### src/rtl/dmem_init_loader.sv
// Copies a 16-byte data image into data memory, optionally reads it back
// to verify, and holds the CPU in reset until the image is in place.
//
// Ports:
//   Clock, Reset_N       clock, async active-low reset
//   init_image[127:0]    source image, byte k at [8k+7:8k]
//   load_req             single-cycle start / reload / retry request
//   dm_addr, dm_wdata,
//   dm_we                data-memory write port (address shared with read)
//   dm_rdata             data-memory read data, one cycle after dm_addr
//   cpu_hold             CPU reset hold
//   load_done            image loaded (and verified when enabled)
//   load_error           read-back mismatch seen
//   err_addr             address of the first mismatching byte
module dmem_init_loader #(
  parameter logic VERIFY_EN  = 1'b1,
  parameter logic AUTO_START = 1'b1
) (
  input  logic         Clock,
  input  logic         Reset_N,
  input  logic [127:0] init_image,
  input  logic         load_req,
  output logic [3:0]   dm_addr,
  output logic [7:0]   dm_wdata,
  output logic         dm_we,
  input  logic [7:0]   dm_rdata,
  output logic         cpu_hold,
  output logic         load_done,
  output logic         load_error,
  output logic [3:0]   err_addr
);

  typedef enum logic [2:0] {
    S_IDLE,
    S_LOAD,
    S_VERIFY,
    S_DONE,
    S_ERROR
  } state_t;

  state_t      state_q, state_d;
  logic [3:0]  k_q, k_d;
  logic        cmp_v_q, cmp_v_d;
  logic [3:0]  addr_q, addr_d;
  logic [7:0]  wdata_q, wdata_d;
  logic        we_q, we_d;
  logic        hold_q, hold_d;
  logic        done_q, done_d;
  logic        error_q, error_d;
  logic [3:0]  err_q, err_d;
  logic [7:0]  snap_q [16];
  logic        start;
  logic [3:0]  k_inc;
  logic [3:0]  cmp_idx;

  assign k_inc   = k_q + 4'd1;
  // In VERIFY, k is the address on the bus; the byte arriving on
  // dm_rdata belongs to the address presented one cycle earlier.
  assign cmp_idx = k_q - 4'd1;

  always_comb begin
    state_d = state_q;
    k_d     = k_q;
    cmp_v_d = cmp_v_q;
    addr_d  = addr_q;
    wdata_d = wdata_q;
    we_d    = we_q;
    hold_d  = hold_q;
    done_d  = done_q;
    error_d = error_q;
    err_d   = err_q;
    start   = 1'b0;
    case (state_q)
      S_IDLE: begin
        if (AUTO_START || load_req) start = 1'b1;
      end
      S_LOAD: begin
        if (k_inc == 4'd0) begin
          k_d     = 4'd0;
          addr_d  = 4'd0;
          wdata_d = 8'd0;
          we_d    = 1'b0;
          cmp_v_d = 1'b0;
          if (VERIFY_EN) begin
            state_d = S_VERIFY;
          end else begin
            state_d = S_DONE;
            done_d  = 1'b1;
            hold_d  = 1'b0;
          end
        end else begin
          k_d     = k_inc;
          addr_d  = k_inc;
          wdata_d = snap_q[k_inc];
        end
      end
      S_VERIFY: begin
        k_d     = k_inc;
        addr_d  = k_inc;
        cmp_v_d = 1'b1;
        if (cmp_v_q) begin
          if (dm_rdata != snap_q[cmp_idx]) begin
            state_d = S_ERROR;
            error_d = 1'b1;
            err_d   = cmp_idx;
            k_d     = 4'd0;
            addr_d  = 4'd0;
          end else if (k_q == 4'd0) begin
            // k wrapped: byte 15 has just been compared
            state_d = S_DONE;
            done_d  = 1'b1;
            hold_d  = 1'b0;
            addr_d  = 4'd0;
          end
        end
      end
      S_DONE, S_ERROR: begin
        if (load_req) start = 1'b1;
      end
      default: state_d = S_IDLE;
    endcase
    if (start) begin
      state_d = S_LOAD;
      k_d     = 4'd0;
      cmp_v_d = 1'b0;
      addr_d  = 4'd0;
      wdata_d = init_image[7:0];
      we_d    = 1'b1;
      hold_d  = 1'b1;
      done_d  = 1'b0;
      error_d = 1'b0;
    end
  end

  always_ff @(posedge Clock or negedge Reset_N) begin
    if (!Reset_N) begin
      state_q <= S_IDLE;
      k_q     <= 4'd0;
      cmp_v_q <= 1'b0;
      addr_q  <= 4'd0;
      wdata_q <= 8'd0;
      we_q    <= 1'b0;
      hold_q  <= 1'b1;
      done_q  <= 1'b0;
      error_q <= 1'b0;
      err_q   <= 4'd0;
    end else begin
      state_q <= state_d;
      k_q     <= k_d;
      cmp_v_q <= cmp_v_d;
      addr_q  <= addr_d;
      wdata_q <= wdata_d;
      we_q    <= we_d;
      hold_q  <= hold_d;
      done_q  <= done_d;
      error_q <= error_d;
      err_q   <= err_d;
    end
  end

  // Image snapshot: only written on load start, so it needs no reset.
  always_ff @(posedge Clock) begin
    if (start) begin
      for (int i = 0; i < 16; i++) begin
        snap_q[i] <= init_image[8*i +: 8];
      end
    end
  end

  assign dm_addr    = addr_q;
  assign dm_wdata   = wdata_q;
  assign dm_we      = we_q;
  assign cpu_hold   = hold_q;
  assign load_done  = done_q;
  assign load_error = error_q;
  assign err_addr   = err_q;

endmodule

### config.mk
export PLATFORM = sky130hd
export DESIGN_NAME = dmem_init_loader
export DESIGN_NICKNAME = d
export VERILOG_FILES = /design/src/rtl/dmem_init_loader.sv
export SDC_FILE = /design/constraint.sdc
export NUM_CORES = 1
export LEC_CHECK = 0
export BUFFER_PORTS_ARGS = -buffer_cell sky130_fd_sc_hd__buf_4
export CAP_MARGIN = 20
export CORE_UTILIZATION = 35
export DETAILED_ROUTE_END_ITERATION = 6
export GPL_ROUTABILITY_DRIVEN = 0
export PLACE_DENSITY_LB_ADDON = 0.15
export SYNTH_ARGS = -nofsm -noshare
export SYNTH_HDL_FRONTEND = slang
export SYNTH_SLANG_ARGS = --single-unit
### constraint.sdc
create_clock -name Clock -period 7.8 [get_ports Clock]
set_input_delay 2.34 -clock Clock [delete_from_list [all_inputs] [get_ports Clock]]
set_output_delay 2.34 -clock Clock [all_outputs]
set_load 0.02 [all_outputs]
==> metrics.cfg <==
[yosys]
ys_seq_area_share_pct = 60.94
synth-async-reset-ratio_pct = 17.95
synth_fa_ha_area_share_pct = 0.3355
synth_simple_gate_area_share_pct = 7.766
syn_nets = 600
yosysWarnings = 0
synth-xor-area-share_pct = 1.174
synth_top_flop_cell = edfxtp_1
netlist_instances = 459
synth_edf_count = 128
syn_area_per_cell_um2 = 16.25
netlist_area_mm2 = 0.007460
synth_seq_cells = 156
synth_top_family_by_area = multiplexers
synth_mux_area_share_pct = 22.11
synth_cell_type_count = 51
synth_compound_area_share_pct = 5.334

[worst_setup_path]
cp.arrival_ns = 5.06
cp-start-kind = register
worstSetupEndpointType = register
required_ns = 8.10
cp_max_fo = 40
path_class = register to register

[layout]
layout-drive-gt1-share_pct = 44.09
syn_to_final_growth_pct = 28.51
final_cell_mix = buf_4, edfxtp_1, mux4_2
final_common_cell = buf_4
diodes = 0
finalNetCount = 754

[sta]
drv_slew = 0
setup_violations = 0
slew_headroom_pct = 31.16
tightest_slew_ns = 1.027
setup_slack_ns = 3.041
hold_viol = 0
clock_skew_ns = 0.008912
fin_crit_sh_pct = 61.01
setup_tns_ns = 0
fmax_mhz = 210.1
period_needed_ns = 4.759
rsz0062_at_grt = false

[clocking]
clk_latency_ns = 0.42
path_clk_slew_ns = 0.07
postCtsSetupBuffers = 0
cts_hold_buffers = 0
clockRootBuffer = clkbuf_16
cts_tree = built
cts-buffers-inserted = 17
cts_sinks = 156
htree_num_levels = 4
cts_resized = 0
cts_buffer_depth = 2

[detailed_routing]
ant_nets = 0
drtPass1Iterations = 5
wirelength_um = 18040
vias_per_cell = 5.259
drc = 0
drt_iter0_drc = 366
wl_per_cell_um = 20.02
dr_total_vias = 4738

[global_routing]
grt_max_degree = 83
grt_util_met1_pct = 22.62
track_usage_pct = 17.14
grt_pass1_wl_um = 27600
gr-usage-met2_pct = 27.79
gr-usage-met3_pct = 3.858
overflow = 0
grt_most_used_layer = met2
grt_antenna_before_repair = 0
grt_pass1_vias = 4889

[power]
power.density_mw_per_mm2 = 453.2
power.static_leakage_nw = 3.636
ir_drop_mv = 0.1875

[floorplan]
ios = 159
start_util_pct = 35.60
die_area_mm2 = 0.02190
core_mm2 = 0.02096
row_count = 53
die_h_um = 148.0
die_x_um = 148.0

[worst_hold_path]
min_path_type = register to register

[placed_design]
dp_hpwl_um = 12960
port-buffer-count = 158
dp_slack_ns = 3.029

[outcome]
status = completed

[run]
max_cap_violations = 0

## cell usage after synthesis, types with 3 or more instances
cell type	count	share of area, %
buf_6	3	0.45
a21oi_1	7	0.47
dfrtp_1	27	9.1
or3_1	6	0.50
inv_1	7	0.35
edfxtp_1	128	52
buf_2	11	0.74
and3_1	6	0.50
a21boi_0	4	0.40
nand3_1	24	1.6
mux4_2	62	19
nand2_1	54	2.7
mux2_2	3	0.45
and2_1	3	0.25
buf_1	4	0.20
nor2_1	8	0.40
xor2_1	7	0.82
mux4_1	3	1.1
o21a_1	3	0.30
o21ai_0	15	1.0
xnor2_1	3	0.35
clkbuf_1	10	0.50
mux2i_1	14	1.9
nand3b_1	4	0.40
a22oi_1	8	0.81
nand4_1	4	0.34
## routing by layer
layer / part of all wire (%) / vias to the layer above
li1: - / 2161
met1: 43 / 2402
met2: 50 / 158
met3: 6.0 / 17
met4: 1.4 / 0
met5: 0 / -
## power by group
| group | internal, W | switching, W |
|---|---|---|
| sequential | 0.00127 | 0.000194 |
| clock | 0.000567 | 0.000335 |
| combinational | 0.000963 | 0.00102 |
| total | 0.00280 | 0.00155 |
## metrics by stage
stage / hold WS (ns) / total power [W] / instances / util (%) / instance area, um^2
global placement: 0.4743 / 0.003444 / 868 / 42.64 / 8936
CTS: 0.4873 / 0.004401 / 901 / 45.75 / 9587
finish: 0.4797 / 0.004345 / 901 / 45.75 / 9587
global route: 0.5031 / 0.004617 / 901 / 45.75 / 9587
floorplan: 0.5123 / 0.002978 / 459 / - / 7460
detailed placement: 0.4724 / 0.003490 / 869 / 42.68 / 8944
## registers in the layout, indices dropped and copies added, names as in the netlist
signal      flops
load_done       1
cmp_v_q         1
cpu_hold        1
load_error      1
state_q         3
err_addr        4
dm_we           1
k_q             4
snap_q        128
dm_addr         4
dm_wdata        8
## layout make-up
class / instances / area, um^2
Timing Repair Buffer: 163 / 1224
Tap cell: 275 / 344.1
Multi-Input combinational cell: 266 / 2788
Clock buffer: 17 / 425.4
Inverter: 9 / 38.79
Fill cell: 1930 / 11370
Clock inverter: 15 / 217.7
Sequential cell: 156 / 4549
## worst max-delay path, stage by stage, from the launching register on
cell and delay (ns):
dfrtp_4 0.65, inv_2 0.17, ha_2 0.76, buf_4 0.54, mux4_2 0.38, mux2i_1 0.30, xor2_1 0.13, and2_1 0.17
a32o_1 0.20, o2111a_2 0.28, a21oi_2 0.61, mux2_2 0.41
## kinds of logic after synthesis
kind of cell | count (synthesis)
buf+inv | 37
mux | 82
simple gates | 118
flops | 156
fa+ha+maj | 2
xor+xnor | 10
compound gates | 54
## final timing paths
path                       cells past startpoint  slack, ns          end       start
max in group asynchronous                      1       5.62       k_q[0]     Reset_N
min in group asynchronous                      1       1.84   dm_addr[3]     Reset_N
max reg2reg                                   11       3.04  err_addr[0]      k_q[0]
max                                           11       3.04  err_addr[0]      k_q[0]
min reg2reg                                    2       0.48   dm_addr[1]  dm_addr[1]
min                                            2       0.48   dm_addr[1]  dm_addr[1]
(Power assumes the default switching activity.)
